**src/rtl/fifo_wr_if_if.sv**
```systemverilog
// Write-side bundle of the async FIFO: producer handshake, FIFO write strobe/data,
// write/read pointers and the derived fill status.
interface fifo_wr_if_if #(
  parameter int DATA_WIDTH = 8,
  parameter int PTR_WIDTH  = 9
);
  logic                  s_valid;
  logic                  s_ready;
  logic [DATA_WIDTH-1:0] s_data;
  logic                  w_en;
  logic [DATA_WIDTH-1:0] wdata;
  logic                  full;
  logic [PTR_WIDTH:0]    waddr;
  logic [PTR_WIDTH:0]    rptr_gray;
  logic [PTR_WIDTH:0]    rptr_sync;
  logic [PTR_WIDTH:0]    wcount;
  logic                  almost_full;

  // Environment side: producer, write pointer block and read-domain pointer source.
  modport master (
    output s_valid, s_data, full, waddr, rptr_gray,
    input  s_ready, w_en, wdata, rptr_sync, wcount, almost_full
  );

  modport slave (
    input  s_valid, s_data, full, waddr, rptr_gray,
    output s_ready, w_en, wdata, rptr_sync, wcount, almost_full
  );
endinterface

```
**src/rtl/fifo_wr_if.sv**
```systemverilog
// Async FIFO write front end: 2-entry skid buffer (1-cycle accept-to-w_en), s_ready drops
// once two words are parked behind full; plus read-pointer sync and registered fill/almost-full.
module fifo_wr_if #(
  parameter int DATA_WIDTH   = 8,
  parameter int PTR_WIDTH    = 9,
  parameter int AFULL_THRESH = 496
) (
  input logic         wclk,
  input logic         w_rst_n,
  fifo_wr_if_if.slave bus
);
  localparam int CW = PTR_WIDTH + 1;

  typedef enum logic [1:0] {
    EMPTY = 2'd0,
    ONE   = 2'd1,
    TWO   = 2'd2
  } state_t;

  state_t                state_q;
  logic [DATA_WIDTH-1:0] wdata_q;
  logic [DATA_WIDTH-1:0] skid_q;
  logic                  s_ready_q;
  logic                  out_valid;
  logic                  accept;
  logic                  drain;

  assign out_valid = (state_q != EMPTY);
  assign accept    = bus.s_valid & s_ready_q;
  assign drain     = out_valid & ~bus.full;

  // s_ready is loaded with "next state is not TWO" on every transition.
  always_ff @(posedge wclk or negedge w_rst_n) begin
    if (!w_rst_n) begin
      state_q   <= EMPTY;
      wdata_q   <= '0;
      skid_q    <= '0;
      s_ready_q <= 1'b0;
    end else begin
      case (state_q)
        EMPTY: begin
          s_ready_q <= 1'b1;
          if (accept) begin
            state_q <= ONE;
            wdata_q <= bus.s_data;
          end
        end
        ONE: begin
          s_ready_q <= 1'b1;
          if (accept && drain) begin
            wdata_q <= bus.s_data;
          end else if (accept) begin
            state_q   <= TWO;
            skid_q    <= bus.s_data;
            s_ready_q <= 1'b0;
          end else if (drain) begin
            state_q <= EMPTY;
          end
        end
        TWO: begin
          if (drain) begin
            state_q   <= ONE;
            wdata_q   <= skid_q;
            s_ready_q <= 1'b1;
          end else begin
            s_ready_q <= 1'b0;
          end
        end
        default: begin
          state_q   <= EMPTY;
          s_ready_q <= 1'b0;
        end
      endcase
    end
  end

  assign bus.s_ready = s_ready_q;
  assign bus.w_en    = drain;
  assign bus.wdata   = wdata_q;

  logic [CW-1:0] sync1_q;
  logic [CW-1:0] rptr_sync_q;
  logic [CW-1:0] rbin;
  logic [CW-1:0] wcount_d;
  logic [CW-1:0] wcount_q;
  logic          almost_full_d;
  logic          almost_full_q;

  // Gray-to-binary: each binary bit is the XOR of all Gray bits at or above it.
  always_comb begin
    rbin = '0;
    for (int i = 0; i < CW; i++) begin
      rbin[i] = ^(rptr_sync_q >> i);
    end
  end

  // A stale read pointer can only make the count larger, never smaller.
  assign wcount_d      = bus.waddr - rbin;
  assign almost_full_d = (wcount_d >= CW'(AFULL_THRESH));

  always_ff @(posedge wclk or negedge w_rst_n) begin
    if (!w_rst_n) begin
      sync1_q       <= '0;
      rptr_sync_q   <= '0;
      wcount_q      <= '0;
      almost_full_q <= 1'b0;
    end else begin
      sync1_q       <= bus.rptr_gray;
      rptr_sync_q   <= sync1_q;
      wcount_q      <= wcount_d;
      almost_full_q <= almost_full_d;
    end
  end

  assign bus.rptr_sync   = rptr_sync_q;
  assign bus.wcount      = wcount_q;
  assign bus.almost_full = almost_full_q;
endmodule

```
**src/flat_wrapper.sv**
```systemverilog
// flat-port wrapper written by rule: the top's interface ports become plain ports
module fifo_wr_if_flat 
#(
  parameter int DATA_WIDTH   = 8,
  parameter int PTR_WIDTH    = 9,
  parameter int AFULL_THRESH = 496
)
  (wclk, w_rst_n, bus_s_valid, bus_s_data, bus_full, bus_waddr, bus_rptr_gray, bus_s_ready, bus_w_en, bus_wdata, bus_rptr_sync, bus_wcount, bus_almost_full);
  fifo_wr_if_if #(.DATA_WIDTH(DATA_WIDTH), .PTR_WIDTH(PTR_WIDTH)) bus_i ();
  input logic wclk;
  input logic w_rst_n;
  input wire logic [$bits(bus_i.s_valid)-1:0] bus_s_valid;
  input wire logic [$bits(bus_i.s_data)-1:0] bus_s_data;
  input wire logic [$bits(bus_i.full)-1:0] bus_full;
  input wire logic [$bits(bus_i.waddr)-1:0] bus_waddr;
  input wire logic [$bits(bus_i.rptr_gray)-1:0] bus_rptr_gray;
  output wire logic [$bits(bus_i.s_ready)-1:0] bus_s_ready;
  output wire logic [$bits(bus_i.w_en)-1:0] bus_w_en;
  output wire logic [$bits(bus_i.wdata)-1:0] bus_wdata;
  output wire logic [$bits(bus_i.rptr_sync)-1:0] bus_rptr_sync;
  output wire logic [$bits(bus_i.wcount)-1:0] bus_wcount;
  output wire logic [$bits(bus_i.almost_full)-1:0] bus_almost_full;
  assign bus_i.s_valid = bus_s_valid;
  assign bus_i.s_data = bus_s_data;
  assign bus_i.full = bus_full;
  assign bus_i.waddr = bus_waddr;
  assign bus_i.rptr_gray = bus_rptr_gray;
  assign bus_s_ready = bus_i.s_ready;
  assign bus_w_en = bus_i.w_en;
  assign bus_wdata = bus_i.wdata;
  assign bus_rptr_sync = bus_i.rptr_sync;
  assign bus_wcount = bus_i.wcount;
  assign bus_almost_full = bus_i.almost_full;
  fifo_wr_if #(.DATA_WIDTH(DATA_WIDTH), .PTR_WIDTH(PTR_WIDTH), .AFULL_THRESH(AFULL_THRESH)) u_core (.wclk(wclk), .w_rst_n(w_rst_n), .bus(bus_i));
endmodule
```
**config.mk**
```make
export PLATFORM = sky130hd
export DESIGN_NAME = fifo_wr_if_flat
export DESIGN_NICKNAME = d
export VERILOG_FILES = /design/src/rtl/fifo_wr_if_if.sv /design/src/rtl/fifo_wr_if.sv /design/src/flat_wrapper.sv
export SDC_FILE = /design/constraint.sdc
export NUM_CORES = 1
export LEC_CHECK = 0
export ABC_AREA = 1
export BUFFER_PORTS_ARGS = -buffer_cell sky130_fd_sc_hd__buf_4
export CAP_MARGIN = 20
export CELL_PAD_IN_SITES_DETAIL_PLACEMENT = 0
export CELL_PAD_IN_SITES_GLOBAL_PLACEMENT = 2
export CORE_ASPECT_RATIO = 0.5
export CORE_UTILIZATION = 31
export CTS_CLUSTER_DIAMETER = 200
export DETAILED_ROUTE_END_ITERATION = 12
export MAX_ROUTING_LAYER = met4
export PLACE_DENSITY_LB_ADDON = 0.15
export SETUP_SLACK_MARGIN = 0.02
export SYNTH_ARGS = -nofsm -noshare
export SYNTH_HDL_FRONTEND = slang
export SYNTH_SLANG_ARGS = --single-unit
```
**constraint.sdc**
```tcl
create_clock -name wclk -period 3.3 [get_ports wclk]
set_input_delay 0.33 -clock wclk [delete_from_list [all_inputs] [get_ports wclk]]
set_output_delay 0.33 -clock wclk [all_outputs]
set_load 0.01 [all_outputs]
```
Word level (Yosys, flattened, before mapping)
Index checks and enable logic that the tools add are counted.
W data, S select, Z words.

word-level totals
  output and inout bits = 31
  logic and storage cells = 52
  flip-flop bits (word level) = 50
  input bits = 32

operators by class
  reductions and logical operators = 17
  bitwise operators = 4
  add/subtract/negate cells = 1
  magnitude comparators = 1
  muxes and demuxes = 14
  equality and inequality tests = 7

operator list
  operator               number
  $reduce_xor A10 Y1     10
  $mux W8                3
  $pmux W8 S3            1
  $ge A10 B9 Y1 const B  1
  $mux W2                5
  $sub A10 B10 Y10       1
  $reduce_and A4 Y1      2
  $ne A2 B1 Y1 const B   3
  $pmux W2 S3            1
  $mux W1                3
  $ne A3 B1 Y1 const B   1
  $pmux W1 S3            1
  $reduce_and A3 Y1      1
  $reduce_bool A3 Y1     1
  $and A1 B1 Y1          2
  $eq A2 B1 Y1 const B   1
  $eq A2 B2 Y1 const B   1
  $logic_not A2 Y1       1
  $ne A2 B2 Y1 const B   1
  $not A1 Y1             2
  $reduce_bool A2 Y1     1
  $logic_and A1 B1 Y1    1

Depth between registers and ports, before layout
  depth after elaboration = 6
  gate-level depth with buffers = 18
  gate-level depth less buffers = 18

Least setup slack after synthesis
Ideal clock, no wire load.

  path kind = register -> register
  from = register u_core.rptr_sync_q[9] (netlist: u_core.bus.rptr_sync[9])
  to = register u_core.almost_full_q (netlist: u_core.bus.almost_full)
  clock period less this slack = 2.376 ns
  data arrival time = 2.310 ns
  setup slack = 0.924 ns
  data required time = 3.235 ns
  stages on the path, launching flop included = 19
  setup time = 0.065 ns
  buffers on the path = 0
  cells stage by stage = dfrtp_1 -> xor2_1 -> or2_2 -> nand2_1 -> nand2_1 -> nand2_1 -> nand2_1 -> nand2_1 -> inv_1 -> fa_1 -> nand2_1 -> nand2_1 -> nand3_1 -> nand2_1 -> nand2_1 -> nand2_1 -> nor2_1 -> nand3_1 -> nand2_1

between the ends
  cells in the longest elaborated chain, start to end = 3
  elaborated cells on any way between the ends = 12
  those cells by class = add/sub (1); order compare (1); reduce/logical (10)

RTL lines
  item                      RTL line           source
  from (decl)               fifo_wr_if.sv:82   logic [CW-1:0] rptr_sync_q;
  from (signal assigned)    fifo_wr_if.sv:109  rptr_sync_q <= sync1_q;
  $reduce_xor A10 Y1        fifo_wr_if.sv:93   rbin[i] = ^(rptr_sync_q >> i);
  $sub A10 B10 Y10 *        fifo_wr_if.sv:98   assign wcount_d = bus.waddr - rbin;
  $ge A10 B9 Y1 *           fifo_wr_if.sv:99   assign almost_full_d = (wcount_d >= CW'(AFULL_THRESH));
  net u_core.almost_full_d  fifo_wr_if.sv:86   logic almost_full_d;
  to (signal assigned)      fifo_wr_if.sv:111  almost_full_q <= almost_full_d;
  to (decl)                 fifo_wr_if.sv:87   logic almost_full_q;

The timed path passes the listed nets; every way through them passes the cells marked *.
A chain may end at the register's enable or synchronous reset.

Worst setup path after layout
Same ends and word-level chain as after synthesis.

==> metrics <==
status finished with violations; violated checks DRC; H-tree Lvls 2; Vias 1731; FF/Latch Area 1251 um^2; row count 21; worst path bufs/invs 1; ys async rst share 100.0%; hold crit path type primary input to async pin; Setup WS post-layout between 0.6 and 0.7 ns; layout cells sized above 1 27.74%; cells along the critical path xnor2_1 -> nand2_1 -> nand2_1 -> nand2_1 -> nand2_1 -> xor2_1 -> ha_1 -> inv_1 -> fa_1 -> nand2_1 -> nand2_1 -> nand3_1 -> nand2_1 -> nand2_1 -> nand2_1 -> nor2_1 -> nand3_1 -> nand2_1; initial antenna violation count 0; fin crit period 2.613 ns; Final Hold Vio Count 0; largest net degree at the start of global routing a little over 50; Mapped Area 2336 um^2; Pleak 0.001563 uW; Area Growth Syn to Fin 31.07%; Synth area leader dfrtp_1; root buf cell clkbuf_16; CTS resizes 0; gr usage total 13.86%; fmax roughly 380 MHz; post-synthesis simple-gate area fraction roughly 18%; Clock Path Buffers 2; die area 7908 um^2; Inserted Clock Buffers 5; Crit path arrival time approximately 2.8 ns; Remaining DRCs 2; Die Width 124.8 um; RSZ-0062 raised after global routing false; fin crit share 79.18%; DP Worst Slack approximately 0.66 ns; finished layout cell area 3062 um^2; most common cell in the synthesized netlist nand2_1; # setup viols final 0; CP required 3.53 ns; type of the worst setup path register to register; Sum Neg Setup Slack 0 ns; initial core utilization 33.42%; port bufs 62; adder-cell share of the synthesized area between 5 and 6%; synth top area cells dfrtp_1 (54%), nand2_1 (10%), ha_1 (4.8%), inv_1 (4.7%), xnor2_1 (4.1%); Peak VDD IR 0.0003068 V; routability congestion estimate from global placement 0.8216; nets 351; Unique masters post-synth 25; register area share after synthesis between 50% and 60%; wire per inst 11.65 um; vias in the first global route 1738; crit-path max FO 4; #FFs+latches synth 50; Skew-Pair Late Insertion Delay about 0.29 ns; combinational family with the most area after synthesis simple AND/OR/NAND/NOR gates; vias per cell 4.306; Hold Buf Count CTS 0; CTS tree yes; Core ar. 6989 um^2; Final ANT Viol Nets 0; launching element type of the critical path register; Critical Path Max Stage Delay 0.43 ns; post-synth top area share 53.56%; critical path capture point type register; multi-input logic area 954.7 um^2; Post-CTS Setup Bufs 0; Synth Instances 241; Area after DPL 2905 um^2; diodes inserted 0; Synth Area in Compound Gates 5.624%; DRT Pass-1 Iters 8; I/O pin cnt 63; gate family responsible for the most delay along the worst path simple AND/OR/NAND/NOR gates; Worst path most repeated cell nand2_1; final WL 4682 um; post-synthesis mux area share 3.856%; Filler Cell Count 719; Worst-path clk slew approximately 0.07 ns; Pins Over Slew Limit 0; syn avg cell area between 9 and 10 um^2; top_reg_cell synth dfrtp_1; Die Ht 63.38 um; max-cap violations 0; 1st-iter DRT viols 50; Post-synth top cells nand2_1 (64), dfrtp_1 (50), inv_1 (29); Slew HR 57.46%; highest-delay cell along the critical path dfrtp_1; GRT overflow 0; Worst Tran Pin Value about 0.64 ns; final clock skew about 0.0046 ns; P per Cell Area 727.5 nW/um^2; CTS sink count 50; EDFF count, synth 0; Synth Warn # 0; DP Wirelength ~3600 um; Synth Area in XOR/XNOR 7.874%; Synth Net Count 283; first-pass GRT wire length 8135 um
==> worst paths after layout <==
| kind | startpoint | endpoint | slack, ns | cells after the start |
|---|---|---|---|---|
| min in group wclk | bus_rptr_gray[7] | u_core.sync1_q[7] | 0.15 | 1 |
| max in group asynchronous | w_rst_n | u_core.skid_q[5] | 2.81 | 1 |
| hold reg to reg | u_core.sync1_q[4] | u_core.bus.rptr_sync[4] | 0.35 | 0 |
| setup reg to reg | u_core.bus.rptr_sync[9] | u_core.bus.almost_full | 0.69 | 18 |
| hold / removal | w_rst_n | u_core.bus.wcount[2] | 0.06 | 1 |
| setup / recovery | u_core.bus.rptr_sync[9] | u_core.bus.almost_full | 0.69 | 18 |
==> power breakdown <==
part | internal, uW | total [uW] | switching [uW]
clock network | 305 | 534 | 229
logic | 386 | 809 | 423
registers | 795 | 885 | 89.5
total | 1490 | 2230 | 742
==> worst register-to-register path, cell delays in order (launching register included) <==
cell and delay (ns):
dfrtp_1 0.43, xnor2_1 0.24, nand2_1 0.10, nand2_1 0.12
nand2_1 0.06, nand2_1 0.13, xor2_1 0.16, ha_1 0.16
inv_1 0.07, fa_1 0.42, nand2_1 0.09, nand2_1 0.07
nand3_1 0.09, nand2_1 0.06, nand2_1 0.05, nand2_1 0.06
nor2_1 0.11, nand3_1 0.07, nand2_1 0.05
==> per-layer routing <==
metal	up-vias	routed length, um	track usage, %
li1	899	-	-
met1	793	2145	16.09
met2	34	2208	22.82
met4	0	34	3.241
met3	5	294	5.353
met5	-	0	-
==> state kept, by name, indices dropped and copies added (netlist names) <==
signal and count:
u_core.skid_q 8, u_core.bus.wcount 10, u_core.bus.wdata 8, u_core.bus.almost_full 1, u_core.state_q 2, u_core.bus.s_ready 1
u_core.bus.rptr_sync 10, u_core.sync1_q 10
==> layout make-up <==
cell class / count / share of cell area (%)
clock buffer: 6 / 4.536
clock inverter: 2 / 0.5721
inverter: 31 / 3.882
multi-input combinational: 159 / 31.18
sequential: 50 / 40.87
tap: 92 / 3.760
timing repair buffer: 62 / 15.20
==> kinds of logic after synthesis <==
logic type,count (synthesis)
buf+inv,32
simple gates,102
fa+ha+maj,10
xor+xnor,21
mux,8
compound gates,18
flops,50
==> metrics by stage <==
stage | power [uW] | hold WS, ns | utilization (%) | std cells
after detailed placement | 1721 | 0.3347 | 41.57 | 394
after global placement | 1711 | 0.3328 | 41.57 | 394
final | 2227 | 0.05871 | 43.81 | 402
after CTS | 2268 | 0.09154 | 43.81 | 402
after floorplan | 1393 | 0.03441 | - | 241
after global routing | 2420 | 0.1098 | 43.81 | 402
==> cell usage in the layout, fill, tap and decap left out, drive strengths merged <==
cell type	count
xnor2	11
a22oi	1
mux2	8
a21oi	4
nor2	22
o21bai	1
xor2	10
clkinv	2
nand4	1
buf	62
ha	9
nand3b	1
a31oi	8
nand3	12
inv	31
a21boi	1
dfrtp	50
nand2	64
clkbuf	6
o21ai	3
fa	1
or2	2
(Power assumes the default switching activity.)
